`src/rtl/wb_stage_if.sv`:
```
// Memory-stage to write-back bundle plus the decode-stage register-file write port.
// The master drives the M-level signals and the slave is the write-back stage.
interface wb_stage_if;
    logic [31:0] M_instr;
    logic [31:0] M_pc;
    logic [31:0] M_alu;
    logic [31:0] M_rdata;
    logic        ID_we;
    logic [4:0]  ID_addr;
    logic [31:0] ID_data;
    logic [31:0] WB_pc_ID;
    logic [31:0] W_instr;

    modport master (
        output M_instr, M_pc, M_alu, M_rdata,
        input  ID_we, ID_addr, ID_data, WB_pc_ID, W_instr
    );

    modport slave (
        input  M_instr, M_pc, M_alu, M_rdata,
        output ID_we, ID_addr, ID_data, WB_pc_ID, W_instr
    );
endinterface

```
`src/rtl/wb_stage.sv`:
```
// MIPS write-back stage: registers the M-stage instruction, decodes its destination,
// formats load data, drives the register-file write port and counts retirements.
module wb_stage #(
    parameter int unsigned RETIRE_W = 32
) (
    input  logic                clk,
    input  logic                rst,
    wb_stage_if.slave           bus,
    output logic [RETIRE_W-1:0] retire_cnt
);
    logic [31:0] instr;
    logic [31:0] pc;
    logic [31:0] alu;
    logic [31:0] rdata;

    always_ff @(posedge clk or negedge rst) begin
        if (!rst) begin
            instr      <= '0;
            pc         <= '0;
            alu        <= '0;
            rdata      <= '0;
            retire_cnt <= '0;
        end else begin
            instr <= bus.M_instr;
            pc    <= bus.M_pc;
            alu   <= bus.M_alu;
            rdata <= bus.M_rdata;
            // Counts the instruction leaving write-back at this edge.
            if (instr != '0)
                retire_cnt <= retire_cnt + RETIRE_W'(1);
        end
    end

    logic [5:0]  opcode;
    logic [5:0]  func;
    logic [1:0]  off;
    logic [7:0]  ld_byte;
    logic [15:0] ld_half;
    logic [31:0] ld_data;
    logic        writes;
    logic [4:0]  dest;
    logic [31:0] result;
    logic        we;

    assign opcode = instr[31:26];
    assign func   = instr[5:0];
    assign off    = alu[1:0];

    always_comb begin
        ld_byte = rdata[7:0];
        case (off)
            2'd0: ld_byte = rdata[7:0];
            2'd1: ld_byte = rdata[15:8];
            2'd2: ld_byte = rdata[23:16];
            2'd3: ld_byte = rdata[31:24];
            default: ld_byte = rdata[7:0];
        endcase
        ld_half = off[1] ? rdata[31:16] : rdata[15:0];

        ld_data = rdata;
        case (opcode)
            6'b100000: ld_data = {{24{ld_byte[7]}}, ld_byte};
            6'b100100: ld_data = {24'd0, ld_byte};
            6'b100001: ld_data = {{16{ld_half[15]}}, ld_half};
            6'b100101: ld_data = {16'd0, ld_half};
            default:   ld_data = rdata;
        endcase
    end

    always_comb begin
        writes = 1'b0;
        dest   = '0;
        result = '0;
        case (opcode)
            6'b000000: begin
                if (func != 6'b001000) begin
                    writes = 1'b1;
                    dest   = instr[15:11];
                    result = alu;
                end
            end
            6'b001000, 6'b001001, 6'b001010, 6'b001011,
            6'b001100, 6'b001101, 6'b001110, 6'b001111: begin
                writes = 1'b1;
                dest   = instr[20:16];
                result = alu;
            end
            6'b100000, 6'b100001, 6'b100011, 6'b100100, 6'b100101: begin
                writes = 1'b1;
                dest   = instr[20:16];
                result = ld_data;
            end
            6'b000011: begin
                writes = 1'b1;
                dest   = 5'd31;
                result = pc + 32'd8;
            end
            default: begin
                writes = 1'b0;
            end
        endcase
    end

    // Writes to $0 are suppressed, which also keeps bubbles (sll $0) off the port.
    assign we           = writes && (dest != 5'd0);
    assign bus.ID_we    = we;
    assign bus.ID_addr  = we ? dest : '0;
    assign bus.ID_data  = we ? result : '0;
    assign bus.WB_pc_ID = pc;
    assign bus.W_instr  = instr;
endmodule

```
`src/flat_wrapper.sv`:
```
// flat-port wrapper written by rule: the top's interface ports become plain ports
module wb_stage_flat 
#(
    parameter int unsigned RETIRE_W = 32
)
  (clk, rst, retire_cnt, bus_M_instr, bus_M_pc, bus_M_alu, bus_M_rdata, bus_ID_we, bus_ID_addr, bus_ID_data, bus_WB_pc_ID, bus_W_instr);
  wb_stage_if bus_i ();
  input  logic clk;
  input  logic rst;
  output logic [RETIRE_W-1:0] retire_cnt;
  input wire logic [$bits(bus_i.M_instr)-1:0] bus_M_instr;
  input wire logic [$bits(bus_i.M_pc)-1:0] bus_M_pc;
  input wire logic [$bits(bus_i.M_alu)-1:0] bus_M_alu;
  input wire logic [$bits(bus_i.M_rdata)-1:0] bus_M_rdata;
  output wire logic [$bits(bus_i.ID_we)-1:0] bus_ID_we;
  output wire logic [$bits(bus_i.ID_addr)-1:0] bus_ID_addr;
  output wire logic [$bits(bus_i.ID_data)-1:0] bus_ID_data;
  output wire logic [$bits(bus_i.WB_pc_ID)-1:0] bus_WB_pc_ID;
  output wire logic [$bits(bus_i.W_instr)-1:0] bus_W_instr;
  assign bus_i.M_instr = bus_M_instr;
  assign bus_i.M_pc = bus_M_pc;
  assign bus_i.M_alu = bus_M_alu;
  assign bus_i.M_rdata = bus_M_rdata;
  assign bus_ID_we = bus_i.ID_we;
  assign bus_ID_addr = bus_i.ID_addr;
  assign bus_ID_data = bus_i.ID_data;
  assign bus_WB_pc_ID = bus_i.WB_pc_ID;
  assign bus_W_instr = bus_i.W_instr;
  wb_stage #(.RETIRE_W(RETIRE_W)) u_core (.clk(clk), .rst(rst), .bus(bus_i), .retire_cnt(retire_cnt));
endmodule
```
`config.mk`:
```
export PLATFORM = sky130hd
export DESIGN_NAME = wb_stage_flat
export DESIGN_NICKNAME = d
export VERILOG_FILES = /design/src/rtl/wb_stage_if.sv /design/src/rtl/wb_stage.sv /design/src/flat_wrapper.sv
export SDC_FILE = /design/constraint.sdc
export NUM_CORES = 1
export LEC_CHECK = 0
export BUFFER_PORTS_ARGS = -buffer_cell sky130_fd_sc_hd__buf_2
export CORE_UTILIZATION = 49
export CTS_CLUSTER_DIAMETER = 150
export CTS_CLUSTER_SIZE = 16
export DETAILED_ROUTE_END_ITERATION = 6
export GPL_ROUTABILITY_DRIVEN = 0
export PLACE_DENSITY = 0.8
export SYNTH_ARGS = -nofsm -noshare
export SYNTH_HDL_FRONTEND = slang
export SYNTH_SLANG_ARGS = --single-unit
```
`constraint.sdc`:
```
create_clock -name clk -period 2.8 [get_ports clk]
set_input_delay 0.14 -clock clk [delete_from_list [all_inputs] [get_ports clk]]
set_output_delay 0.14 -clock clk [all_outputs]
set_load 0.01 [all_outputs]
```
==> metrics.yaml <==
fin_skew_ns: 0.0119
async_flop_share: 1.00
synth_edf_count: 0
dp_cells: 1042
finalWorstSetupSlack_ns: 0.0588
slew_headroom: 0.573
fp.dieH_um: 121
path_max_fanout: 7
synthFlopType: "dfrtp_1"
postLayoutCellArea_um2: 10400
p_total_mw: 5.42
power_density_nw_per_um2: 519
synth_cell_types: 59
clkSinkCount: 160
die_x_um: 121
final_util: 0.752
start_util: 0.502
cts_root_buf: "clkbuf_16"
avgSynthCellArea_um2: 11.4
grt-ovfl-total: 0
startpoint: "u_core.bus.W_instr[29]$_DFF_PN0_"
setup_tns_ns: 0
highest_layer: "met4"
place.port_buffers: 263
antenna_left: 0
mostFrequentLayoutCells: "buf_2 (262), dfrtp_1 (154), dlygate4sd3_1 (129), nand2_1 (48), nor2_1 (41)"
yosys_warnings: 0
layout_commonest_cell: "buf_2"
nets: 1148
finalSetupViolations: 0
grt_max_degree: 74
synth_seq_area_share: 0.574
required_ns: 2.66
rows: 43
met3_length_mm: 2.50
grt_use_total: 0.352
synth_cells: 613
syn-num-nets: 745
ctsHtreeMaxLevel: 4
whs_ns: 0.248
cp_slowest_cell: "or4b_4"
dr_wl_met2_mm: 12.7
met1_length_mm: 9.23
peakVddDrop_mv: 0.721
clock_path_buffers: 2
r2r-start: "u_core.retire_cnt[3]$_DFFE_PN0P_"
drt-total-wl_mm: 25.6
dieArea_um2: 14700
insertion_delay_ns: 0.43
timing.fmax_mhz: 365
post_drt_wl_per_cell_um: 21.1
area_growth_pct: 49.8
layout.cells.non_filler: 1209
worst_pin_slew_ns: 0.639
ys_ff_latch: 160
final_hold_viol_count: 0
power_leakage_nw: 4.83
first_pass_iters: 5
grt_pass1_wl_mm: 38.3
path_cells: "or4b_4 > or3_4 > o22ai_1 > a211oi_1 > a21oi_2 > buf_2"
antenna_found_initial: 0
outcome: "completed"
routed_via_density: 5.81
fin_crit_ns: 2.74
synth_area_um2: 6970
slowest_delay_ns: 0.62
setup.worst_path.end_class: "output pin"
place_area_um2: 8470
hp-class: "in -> async"
place_ws_ns: 0.460
fill_cells: 872
numCtsBuffers: 17
arrival_ns: 2.60
path_clk_slew_ns: 0.07
n_antenna_cell: 0
core_area_um2: 13900
drtIter0Drc: 547
worst_setup_path_start_kind: "flip-flop"
worstSetupPathType: "reg -> out"
dpl.hpwl_mm: 15.9
ioPinCount: 264
fin_crit_sh: 0.979
grt_pass1_vias: 7059
cts_tree: "built"
maxSlewViolCount: 0
vias: 7024
drive_above_1_share: 0.351
remaining_drc_errors: 0
drv_cap: 0
[state kept, by name, indices dropped and copies added, names as in the netlist]
name and cells:
u_core.alu 32, u_core.bus.WB_pc_ID 32, u_core.bus.W_instr 32, u_core.rdata 32
u_core.retire_cnt 32
[path summary, 6_finish.rpt]
kind | slack [ns] | end | depth (start not counted)
min in group clk | 0.35 | u_core.bus.WB_pc_ID[0]$_DFF_PN0_ | 2
max | 0.06 | bus_ID_data[3] | 6
max in group asynchronous | 1.72 | u_core.bus.WB_pc_ID[5]$_DFF_PN0_ | 3
min | 0.25 | u_core.alu[28]$_DFF_PN0_ | 2
max reg2reg | 0.45 | u_core.retire_cnt[15]$_DFFE_PN0P_ | 5
min reg2reg | 0.47 | u_core.retire_cnt[31]$_DFFE_PN0P_ | 1
[routing by layer]
layer / up-vias / track usage
met5: - / 0
met3: 95 / 0.0968
li1: 3049 / -
met1: 3377 / 0.414
met4: 0 / 0.157
met2: 503 / 0.599
[synth_stat cells, types with 7 or more instances]
cell type,n,area share
a221oi_1,9,0.011
clkbuf_1,17,0.0092
xor2_1,27,0.034
o31a_1,10,0.013
mux2_2,13,0.021
a31oi_1,10,0.0090
nor4_1,27,0.024
o21ai_0,27,0.019
xnor2_1,17,0.021
a2bb2oi_1,8,0.010
dfrtp_1,160,0.57
inv_1,13,0.0070
nor2_1,41,0.022
nor3_1,19,0.014
nand4_1,13,0.012
nand2_1,48,0.026
a22oi_1,10,0.011
nand3_1,16,0.011
a21oi_1,23,0.017
mux2i_1,7,0.010
[power breakdown]
group / switching (mW) / internal [mW] / total (mW)
sequential: 0.100 / 2.41 / 2.51
clock: 1.02 / 1.28 / 2.30
combinational: 0.291 / 0.322 / 0.613
total: 1.41 / 4.01 / 5.42
[area by class of cell]
cell class	instances	area, um2	share of cell area
Sequential cell	160	4010	0.384
Timing Repair Buffer	416	2820	0.270
Tap cell	180	225	0.0216
Multi-Input combinational cell	408	2750	0.264
Inverter	13	48.8	0.00467
Clock inverter	13	141	0.0135
Clock buffer	19	443	0.0424
[critical path: cells and delay by family (launching register included)]
| kind | cells | cell delay [ns] |
|---|---|---|
| buffers and inverters | 1 | 0.14 |
| AND/OR/NAND/NOR | 2 | 1.06 |
| AO/OA/AOI/OAI | 3 | 0.47 |
| flip-flops | 1 | 0.51 |
[kinds of logic (layout without fill, tap and decap cells)]
family,after synthesis,after routing,synth area share
flip-flops,160,160,0.574
AND/OR/NAND/NOR,206,206,0.155
multiplexers,21,21,0.0343
XOR/XNOR,44,44,0.0553
adder cells (fa/ha/maj),2,2,0.00359
AO/OA/AOI/OAI,135,135,0.139
buffers and inverters,45,461,0.0389
[what timing repair did]
item / CTS / global route
setup endpoints to repair: 6 / 26
hold buffers: 129 / 0
cloned: 0 / 0
pin swaps: 1 / 3
gates resized for setup: 2 / 13
endpoints found under the hold margin: 183 / 0
setup buffers: 1 / 5
Note: power is estimated with default switching activity, not from simulation.
